<file path="config.mk">
export PLATFORM = sky130hd
export DESIGN_NAME = clkdiv_ctrl
export DESIGN_NICKNAME = d
export VERILOG_FILES = /design/src/rtl/clk_div_pkg.sv /design/src/rtl/half_period_counter.sv /design/src/rtl/clkdiv_ctrl.sv
export SDC_FILE = /design/constraint.sdc
export NUM_CORES = 1
export LEC_CHECK = 0
export CORE_MARGIN = 5
export CORE_UTILIZATION = 50
export DETAILED_ROUTE_END_ITERATION = 6
export GPL_ROUTABILITY_DRIVEN = 0
export PLACE_DENSITY = 0.82
export SYNTH_ARGS = -nofsm -noshare
export SYNTH_HDL_FRONTEND = slang
export SYNTH_SLANG_ARGS = --single-unit
</file>
<file path="constraint.sdc">
create_clock -name clk -period 3.6 [get_ports clk]
set_input_delay 0.36 -clock clk [delete_from_list [all_inputs] [get_ports clk]]
set_output_delay 0.36 -clock clk [all_outputs]
set_load 0.03 [all_outputs]
</file>
<file path="src/rtl/clk_div_pkg.sv">
// Shared definitions for the run-time clock-divider controller:
// controller state encoding and the default widths / half-period.
package clk_div_pkg;

    // Default counter and half-period width.
    localparam int CW_DEFAULT = 8;

    // Half-period loaded at reset; 25 gives divide-by-50.
    localparam int DEFAULT_HALF_DEFAULT = 25;

    // Controller state: idle with clk_out parked low, or generating clk_out.
    typedef enum logic {
        STOP = 1'b0,
        RUN  = 1'b1
    } state_t;

endpackage

</file>
<file path="src/rtl/half_period_counter.sv">
// Half-period counter: counts clk cycles up to the programmed half-period,
// then toggles clk_out. Held at zero with clk_out low while cleared.
module half_period_counter #(
    parameter int CW = 8
) (
    input  logic          clk,
    input  logic          rst,
    input  logic          clear,
    input  logic          run,
    input  logic [CW-1:0] half,
    output logic          clk_out,
    output logic          wrap,
    output logic          fall
);

    localparam logic [CW-1:0] ONE = CW'(1);

    logic [CW-1:0] cnt;

    // Last cycle of a half-period; fall marks the wrap that ends a period.
    assign wrap = run && (cnt == half - ONE);
    assign fall = wrap && clk_out;

    // Count through the half-period and toggle clk_out on every wrap.
    // NOTE: state registers use non-blocking assignments so every flop samples
    // pre-edge values regardless of block evaluation order.
    always_ff @(posedge clk or negedge rst) begin
        if (!rst) begin
            cnt     <= '0;
            clk_out <= 1'b0;
        end else if (clear) begin
            cnt     <= '0;
            clk_out <= 1'b0;
        end else if (wrap) begin
            cnt     <= '0;
            clk_out <= ~clk_out;
        end else if (run) begin
            cnt     <= cnt + ONE;
        end
    end

endmodule

</file>
<file path="src/rtl/clkdiv_ctrl.sv">
// Run-time clock-divider controller. Produces clk_out with a programmable
// half-period; start, stop and retunes only take effect at a period boundary
// (the falling wrap), so every phase lasts its full programmed length.
module clkdiv_ctrl
    import clk_div_pkg::*;
#(
    parameter int CW           = CW_DEFAULT,
    parameter int DEFAULT_HALF = DEFAULT_HALF_DEFAULT
) (
    input  logic          clk,
    input  logic          rst,
    input  logic          en,
    input  logic          cfg_valid,
    input  logic [CW-1:0] cfg_half,
    output logic          cfg_ready,
    output logic          clk_out,
    output logic          rise_tick,
    output logic          busy,
    output logic          err
);

    state_t        state;
    logic [CW-1:0] active_half;
    logic [CW-1:0] shadow_half;
    logic          pending;

    logic          running;
    logic          wrap;
    logic          fall;
    logic          boundary;
    logic          accept;
    logic          cfg_zero;

    assign running   = (state == RUN);
    assign boundary  = running && fall;
    assign cfg_ready = !pending;
    assign accept    = cfg_valid && cfg_ready;
    assign cfg_zero  = (cfg_half == '0);
    assign busy      = running;

    half_period_counter #(
        .CW (CW)
    ) u_counter (
        .clk     (clk),
        .rst     (rst),
        .clear   (!running),
        .run     (running),
        .half    (active_half),
        .clk_out (clk_out),
        .wrap    (wrap),
        .fall    (fall)
    );

    // Run/stop sequencing: start on en, stop only at a period boundary.
    always_ff @(posedge clk or negedge rst) begin
        if (!rst) begin
            state <= STOP;
        end else if (!running) begin
            if (en) state <= RUN;
        end else if (boundary && !en) begin
            state <= STOP;
        end
    end

    // Config shadow: hold an accepted half-period until it can be applied.
    // Accept and apply are exclusive since accept requires pending low, and
    // the boundary sees pre-edge pending, so a boundary-edge accept waits.
    always_ff @(posedge clk or negedge rst) begin
        if (!rst) begin
            active_half <= CW'(DEFAULT_HALF);
            shadow_half <= CW'(DEFAULT_HALF);
            pending     <= 1'b0;
        end else if (pending && (!running || boundary)) begin
            active_half <= shadow_half;
            pending     <= 1'b0;
        end else if (accept && !cfg_zero) begin
            shadow_half <= cfg_half;
            pending     <= 1'b1;
        end
    end

    // Registered one-cycle pulses: rise alongside the 0->1 toggle, err on a
    // zero half-period accept.
    always_ff @(posedge clk or negedge rst) begin
        if (!rst) begin
            rise_tick <= 1'b0;
            err       <= 1'b0;
        end else begin
            rise_tick <= wrap && !clk_out;
            err       <= accept && cfg_zero;
        end
    end

endmodule

</file>
=== Word-level counts from Yosys, hierarchy flattened ===
Index checks and enable logic that the tools add are counted.

* Output and inout port bits: 5
* Bits in latches: 0
* Memories kept: 0
* Bits in read-only memories: 0
* Flip-flop bits (word level): 29
* Memory bits (writable): 0

* Equality and inequality tests: 2
* Reductions and logical operators: 18
* Multiply operators: 0
* Shifts and indexed selects: 0
* Div/mod/pow operators: 0
* Bitwise gates (word level): 2
* Magnitude comparators: 0
* Muxes and demuxes: 9
* Add/sub/neg operators: 2

{| class="wikitable"
|+ Operators with widths
! kind !! number
|-
| 2-to-1 mux 8 bit || 2
|-
| logical AND 1 bit || 9
|-
| adder 8 x 1 -> 8 bit (second input constant) || 1
|-
| == test 8 bit || 1
|-
| zero test 8 bit || 1
|-
| subtractor 8 x 1 -> 8 bit (second input constant) || 1
|-
| 2-to-1 mux 1 bit || 7
|-
| zero test 1 bit || 5
|-
| inequality test 2 x 1 -> 1 bit (second input constant) || 1
|-
| NOT 1 bit || 2
|-
| AND reduction 2 bit || 1
|-
| nonzero test 2 bit || 1
|-
| logical OR 1 bit || 1
|}

=== Depth between registers and ports, before layout ===
Gate-level depths: netlist of run 1.

* Depth in word-level cells: 9
* Mapped depth: 11

=== Hierarchy ===
A second synthesis of run 1 with hierarchy kept.

* Cell total of the unflattened synthesis: 123
* Area total of the unflattened synthesis: 1441.4 µm²

{| class="wikitable"
|+ By module, submodules not included
! module !! area each (µm²) !! instances !! cells each !! seq. area each (µm²)
|-
| clkdiv_ctrl || 770.7 || 1 || 51 || 508.0
|-
| half_period_counter || 670.6 || 1 || 72 || 225.2
|}

=== Worst setup path before layout of run 1 ===
Ideal clock, no wire load.

* Path kind: register -> register
* Start: register active_half[0]
* End: register active_half[1]
* Cell stages (with the launch flop): 11
* Data required time: 3475 ps
* Path buffers: 2
* Arrival: 2633 ps
* Slack: 842 ps
* Path through: dfstp_2 -> clkbuf_1 -> inv_1 -> ha_1 -> and2b_1 -> or3_1 -> a31oi_1 -> nand4_2 -> o32a_1 -> buf_6 -> mux2_4

* Longest elaborated chain between the ends: 7

{| class="wikitable"
|+ Ends and longest elaborated chain
! element !! RTL line !! text
|-
| start, declared || clkdiv_ctrl.sv:23 || <nowiki>logic [CW-1:0] active_half;</nowiki>
|-
| start signal, assigned || clkdiv_ctrl.sv:70 || <nowiki>active_half <= CW'(DEFAULT_HALF);</nowiki>
|-
| start signal, assigned || clkdiv_ctrl.sv:74 || <nowiki>active_half <= shadow_half;</nowiki>
|-
| subtractor 8 x 1 -> 8 bit || half_period_counter.sv:21 || <nowiki>assign wrap = run && (cnt == half - ONE);</nowiki>
|-
| == test 8 bit || half_period_counter.sv:21 ||
|-
| logical AND 1 bit || half_period_counter.sv:21 ||
|-
| logical AND 1 bit || half_period_counter.sv:22 || <nowiki>assign fall = wrap && clk_out;</nowiki>
|-
| logical AND 1 bit || clkdiv_ctrl.sv:35 || <nowiki>assign boundary = running && fall;</nowiki>
|-
| logical OR 1 bit || clkdiv_ctrl.sv:73 || <nowiki>end else if (pending && (!running || boundary)) begin</nowiki>
|-
| logical AND 1 bit || clkdiv_ctrl.sv:73 ||
|}

No other way between the ends.
A chain may end at the register's enable or synchronous reset.

=== Worst setup path after layout of run 1 ===
* Start: register active_half[0]
* End: register active_half[5]

The elaborated chain is that of the path after synthesis.

==> summary.txt, run 1 <==
status = finished clean
cells after synthesis = 124
NumNets Final = 158
Max Fclk = 339.7 MHz
clock slew at reported path FFs = 90 ps
DRC violations left = 0
CP max FO = 8
Die W = 64.20 um
number of global-route vias before repair = 1046
Final Power = 1.448 mW
largest net degree at the start of global routing = 30
Worst Path Required = 3820 ps
First-pass DRT Iterations = 4
critical path class = flop to flop
busiest grt layer = met2
first-pass GRT wire length = 4871 um
layout cells sized above 1 = 0.2345
Post-Syn Nets = 138
DR iter-0 viols = 18
RSZ-0062 raised after global routing = false
Overflow after GRT = 0
average size of a mapped cell = 11.85 um2
Peak VDD IR = 0.6005 mV
Final ANT Viol Nets = 0
Hold Vio Cnt, Final = 0
Via Count = 1004
DP HPWL = 2158 um
power density over the cells = 836.7 nW/um2
Final Max Slew Viols = 0
clock sink count = 29
core region area = 2781 um2
crit path launch type = flop
TNS Setup = 0 ps
Worst setup EP type = flop
initial antenna violation count = 0
sequential fraction of the synthesis area = 0.4991
CTS HTree Levels = 2
Unique masters post-synth = 37
met3 usage = 0.03678
area grow syn2layout = 17.80%
Max Cap Viol = 0
WP buf/inv = 1
setup bufs post-CTS = 0
Worst-Margin Slew = 572.7 ps
I/O pin count = 17
main flop type after synthesis = dfrtp_1
IO Port Bufs = 16
Inserted Diodes = 0
Min-Delay Path Class = input port to async pin
Tmin final = 2944 ps
Hold Buf Count CTS = 0
CP cell instances = inv_1, ha_1, and2b_1, or3_1, a31oi_1, nand4_2, o32a_1, mux2_4
Via density = 5.705
# rows = 19
Yosys Warn Count = 0
Rel. slew slack = 0.6177
die area = 4122 um2
synthesis-stage register bit count = 29
clk root buf = clkbuf_4
Starting Density = 0.5281
total wire length = 2847 um
CTS tree = built
ys async rst share = 1.000
final setup fails = 0
Slowest-stage cell, CP = dfstp_2
Die Y-Extent = 64.20 um
mapped cell area = 1469 um2
CTS buffer count = 5
Pleak = 0.7452 nW
Setup Skew = 3.341 ps
grt met1 use = 0.1924
Worst Path Arrival = 3160 ps
gr usage total = 0.1554
DR WL/cell = 16.18 um
critical path's largest stage delay = 610 ps
number of synthesized flops with an enable pin = 0
Worst-Skew Late Latency = 330 ps
family with the most delay on the worst path = compound AO/OA/AOI/OAI gates
final critical-path share of the clock period = 0.8177
met2 Use GR = 0.2312
clock tree buffer depth = 2
Resize count post-CTS = 0
[area by class of cell]
| cell class | instances | area, um2 |
|---|---|---|
| multi-input combinational | 87 | 690.7 |
| sequential | 29 | 733.2 |
| inverter | 4 | 15.01 |
| clock buffer | 7 | 55.05 |
| clock inverter | 1 | 30.03 |
| fill | 208 | 1051 |
| tap | 31 | 38.79 |
| timing repair buffer | 17 | 167.7 |
[power breakdown]
part / internal (mW) / switching [mW] / leakage, nW / total, mW
logic: 0.301 / 0.262 / 0.353 / 0.563
clock network: 0.166 / 0.111 / 0.0455 / 0.276
registers: 0.469 / 0.140 / 0.347 / 0.609
total: 0.936 / 0.512 / 0.745 / 1.45
[synthesized netlist by cell type, types with 3 or more instances]
library cell	n	area share
and3_1	3	0.013
dfrtp_1	23	0.39
dfstp_2	6	0.11
inv_1	4	0.010
mux2_2	8	0.061
mux2_4	8	0.082
nand3_1	5	0.017
nor2_1	11	0.028
nor3_1	3	0.010
nor4_1	3	0.013
o21ai_0	3	0.010
xnor2_1	9	0.054
xor2_1	6	0.036
[registers in the layout, indices dropped and copies added (netlist names)]
signal	flops
u_counter.clk_out	1
u_counter.cnt	8
active_half	8
pending	1
busy	1
rise_tick	1
err	1
shadow_half	8
[worst register-to-register path, stage by stage (launching register included)]
cell and delay (ps):
dfstp_2 610, inv_1 60, ha_1 270, and2b_1 180, or3_1 330, a31oi_1 230
nand4_2 180, o32a_1 580, mux2_4 380
[routing by layer]
| metal | routed length, um | vias to the layer above |
|---|---|---|
| li1 | - | 485 |
| met1 | 1198 | 480 |
| met2 | 1387 | 29 |
| met3 | 143 | 10 |
| met4 | 117 | 0 |
| met5 | 0 | - |
[stage by stage]
step / hold slack, ps / setup slack (ps) / instance area, um2 / utilization / std cells
floorplan: 64.41 / 842.1 / 1469 / - / 124
global placement: 474.1 / 829.5 / 1645 / 0.5915 / 168
global route: 408.3 / 545.8 / 1730 / 0.6221 / 176
CTS: 394.8 / 672.7 / 1730 / 0.6221 / 176
detailed placement: 487.2 / 702.5 / 1645 / 0.5915 / 168
finish: 400.8 / 656.2 / 1730 / 0.6221 / 176
[cells by family (layout without fill, tap and decap cells)]
| kind of cell | after synthesis | count (layout) | synth area share |
|---|---|---|---|
| fa+ha+maj | 2 | 2 | 0.01703 |
| compound gates | 12 | 12 | 0.05452 |
| flops | 29 | 29 | 0.4991 |
| xor+xnor | 15 | 15 | 0.08944 |
| buf+inv | 8 | 29 | 0.03066 |
| mux | 16 | 16 | 0.1431 |
| simple gates | 42 | 42 | 0.1661 |
[layout by cell type, fill, tap and decap left out, types with 3 or more instances in the layout]
cell,instances
nor2_1,11
nor3_1,3
nor4_1,3
inv_1,4
mux2_2,8
xnor2_1,9
dfstp_2,6
o21ai_0,3
clkbuf_4,5
clkdlybuf4s50_1,16
dfrtp_1,23
xor2_1,6
and3_1,3
mux2_4,8
nand3_1,5
[worst paths after layout]
path | from | endpoint | slack [ps] | depth (start not counted)
max in group asynchronous | rst | active_half[3]$_DFFE_PN1P_ | 2900 | 2
min | rst | shadow_half[6]$_DFFE_PN0P_ | 400 | 2
max | active_half[0]$_DFFE_PN1P_ | active_half[5]$_DFFE_PN0P_ | 660 | 8
max reg2reg | active_half[0]$_DFFE_PN1P_ | active_half[5]$_DFFE_PN0P_ | 660 | 8
min in group clk | pending$_DFFE_PN0P_ | err$_DFF_PN0_ | 500 | 1
min reg2reg | pending$_DFFE_PN0P_ | err$_DFF_PN0_ | 500 | 1
(Power assumes the default switching activity.)
==> run 2: changes to the inputs <==
--- a/config.mk
+++ b/config.mk
@@ -6,10 +6,10 @@
 export NUM_CORES = 1
 export LEC_CHECK = 0
 export CORE_MARGIN = 5
-export CORE_UTILIZATION = 50
+export CORE_UTILIZATION = 49
 export DETAILED_ROUTE_END_ITERATION = 6
 export GPL_ROUTABILITY_DRIVEN = 0
-export PLACE_DENSITY = 0.82
+export PLACE_DENSITY = 0.84
 export SYNTH_ARGS = -nofsm -noshare
 export SYNTH_HDL_FRONTEND = slang
 export SYNTH_SLANG_ARGS = --single-unit
==> constraint.sdc (replaced) <==
create_clock -name clk -period 2.7 [get_ports clk]
set_input_delay 0.27 -clock clk [delete_from_list [all_inputs] [get_ports clk]]
set_output_delay 0.27 -clock clk [all_outputs]
set_load 0.03 [all_outputs]
==> run 2 against run 1 <==
Routed wire length fell by 0.70%. Hold slack worse by 94 ps. Die area is 1.7% higher. Setup slack worse by 510 ps. Combinational power up 39%. Sequential share of layout area rose by 0.061 points. Clock skew up 5.4 ps. Via count increased by 2.0%. Non-clock buffer count grew 3. Final cell count up 1.7%. Total power grew 28%. Flip-flop and latch count stayed put. Largest power group unchanged.
==> summary.txt, run 2 (synthesis results as in run 1) <==
Final ANT Viol Nets = 0
clock slew at reported path FFs = 80 ps
Setup Skew = 8.716 ps
Worst Path Arrival = 2770 ps
DP HPWL = 2114 um
Final Max Slew Viols = 0
commonest non-fill, non-tap cells in the layout = dfrtp_1 (23), clkdlybuf4s50_1 (16), nor2_1 (11), xnor2_1 (9)
Die W = 64.75 um
Worst Path Required = 2920 ps
final setup fails = 0
commonest non-fill, non-tap cell in the layout = dfrtp_1
Hold Vio Cnt, Final = 0
CTS tree = built
DRC violations left = 0
Worst setup EP type = flop
Via density = 5.721
First-pass DRT Iterations = 4
r2r setup slk = 150 ps
filler cell count = 228
Post-Layout Cell Count = 179
TNS Setup = 0 ps
DR WL/cell = 15.79 um
FF-to-FF Start = active_half[0]$_DFFE_PN1P_
initial antenna violation count = 0
DR iter-0 viols = 21
total wire length = 2827 um
Tmin final = 2552 ps
largest net degree at the start of global routing = 30
# rows = 19
post-route cell area = 1728 um2
Inserted Diodes = 0
first-pass GRT wire length = 4968 um
clk root buf = clkbuf_4
Rel. slew slack = 0.6411
final critical-path share of the clock period = 0.9450
Die Y-Extent = 64.75 um
Pleak = 0.7466 nW
Worst-Margin Slew = 534.7 ps
post-layout worst setup margin = 148.5 ps
power density over the cells = 1075 nW/um2
CP cell instances = inv_1, ha_1, and2b_1, or3_1, a31oi_1, nand4_2, buf_4, or3b_2, a31o_2
critical path class = flop to flop
clock tree buffer depth = 2
Resize count post-CTS = 0
worst setup path startpoint = active_half[0]$_DFFE_PN1P_
gr usage total = 0.1560
Overflow after GRT = 0
Hold Buf Count CTS = 0
area grow syn2layout = 17.63%
die area = 4193 um2
I/O pin count = 17
DP Worst Slack = 93.04 ps
clock sink count = 29
placed cell count = 171
Max Fclk = 391.9 MHz
CTS HTree Levels = 2
crit path launch type = flop
CP max FO = 5
Area after DPL = 1668 um2
Worst-Skew Late Latency = 330 ps
RSZ-0062 raised after global routing = false
top flop regs = active_half (8), shadow_half (8), u_counter.cnt (8)
CTS buffer count = 5
r2r worst-path depth = 9
Max Cap Viol = 0
core region area = 2805 um2
NumNets Final = 161
status = finished clean
Via Count = 1024
layout cells sized above 1 = 0.2500
IO Port Bufs = 16
Peak VDD IR = 0.6087 mV
number of global-route vias before repair = 1088
critical path's largest stage delay = 530 ps
Slowest-stage cell, CP = dfstp_2
Min-Delay Path Class = input port to async pin
setup bufs post-CTS = 0
Starting Density = 0.5236
==> run 2: final timing paths <==
path,to
worst max-delay path,pending$_DFFE_PN0P_
worst min-delay path,shadow_half[6]$_DFFE_PN0P_
worst max register to register,pending$_DFFE_PN0P_
worst min register to register,err$_DFF_PN0_
max in group asynchronous,active_half[3]$_DFFE_PN1P_
min in group clk,busy$_DFF_PN0_
==> run 2: final cells by class <==
cell class | instances | area [um2] | share of cell area
flip-flops and latches | 29 | 733.2 | 0.4243
well taps | 31 | 38.79 | 0.02245
inverters | 4 | 15.01 | 0.008689
multi-input cells | 87 | 691.9 | 0.4004
repair buffers | 20 | 190.2 | 0.1101
clock buffers | 8 | 58.81 | 0.03403
==> run 2: layer usage <==
| metal | vias to the layer above | global-route usage | wire length, um |
|---|---|---|---|
| met4 | 0 | 0.08443 | 36 |
| met1 | 504 | 0.1825 | 1239 |
| met5 | - | 0 | 0 |
| li1 | 485 | - | - |
| met2 | 32 | 0.2580 | 1419 |
| met3 | 3 | 0.04491 | 131 |
==> run 2: worst max-delay path: cells and delay by family (launching register included) <==
family                   cells  cell delay [ps]
adder cells (fa/ha/maj)      1              200
buffers and inverters        2              220
AND/OR/NAND/NOR              4             1070
AO/OA/AOI/OAI                2              420
flip-flops                   1              530
==> run 2: power breakdown <==
part	internal [mW]	switching (mW)
Sequential	0.624	0.180
Clock	0.128	0.141
Combinational	0.420	0.364
Total	1.17	0.685
==> run 2: through the flow <==
stage | power (mW) | hold slack (ps) | util
2_1_floorplan | 1.405 | -25.59 | -
3_3_place_gp | 1.537 | 471.8 | 0.5946
3_5_place_dp | 1.591 | 484.7 | 0.5946
4_1_cts | 1.865 | 304.3 | 0.6155
5_1_grt | 1.997 | 324.2 | 0.6160
6_report | 1.858 | 306.5 | 0.6160
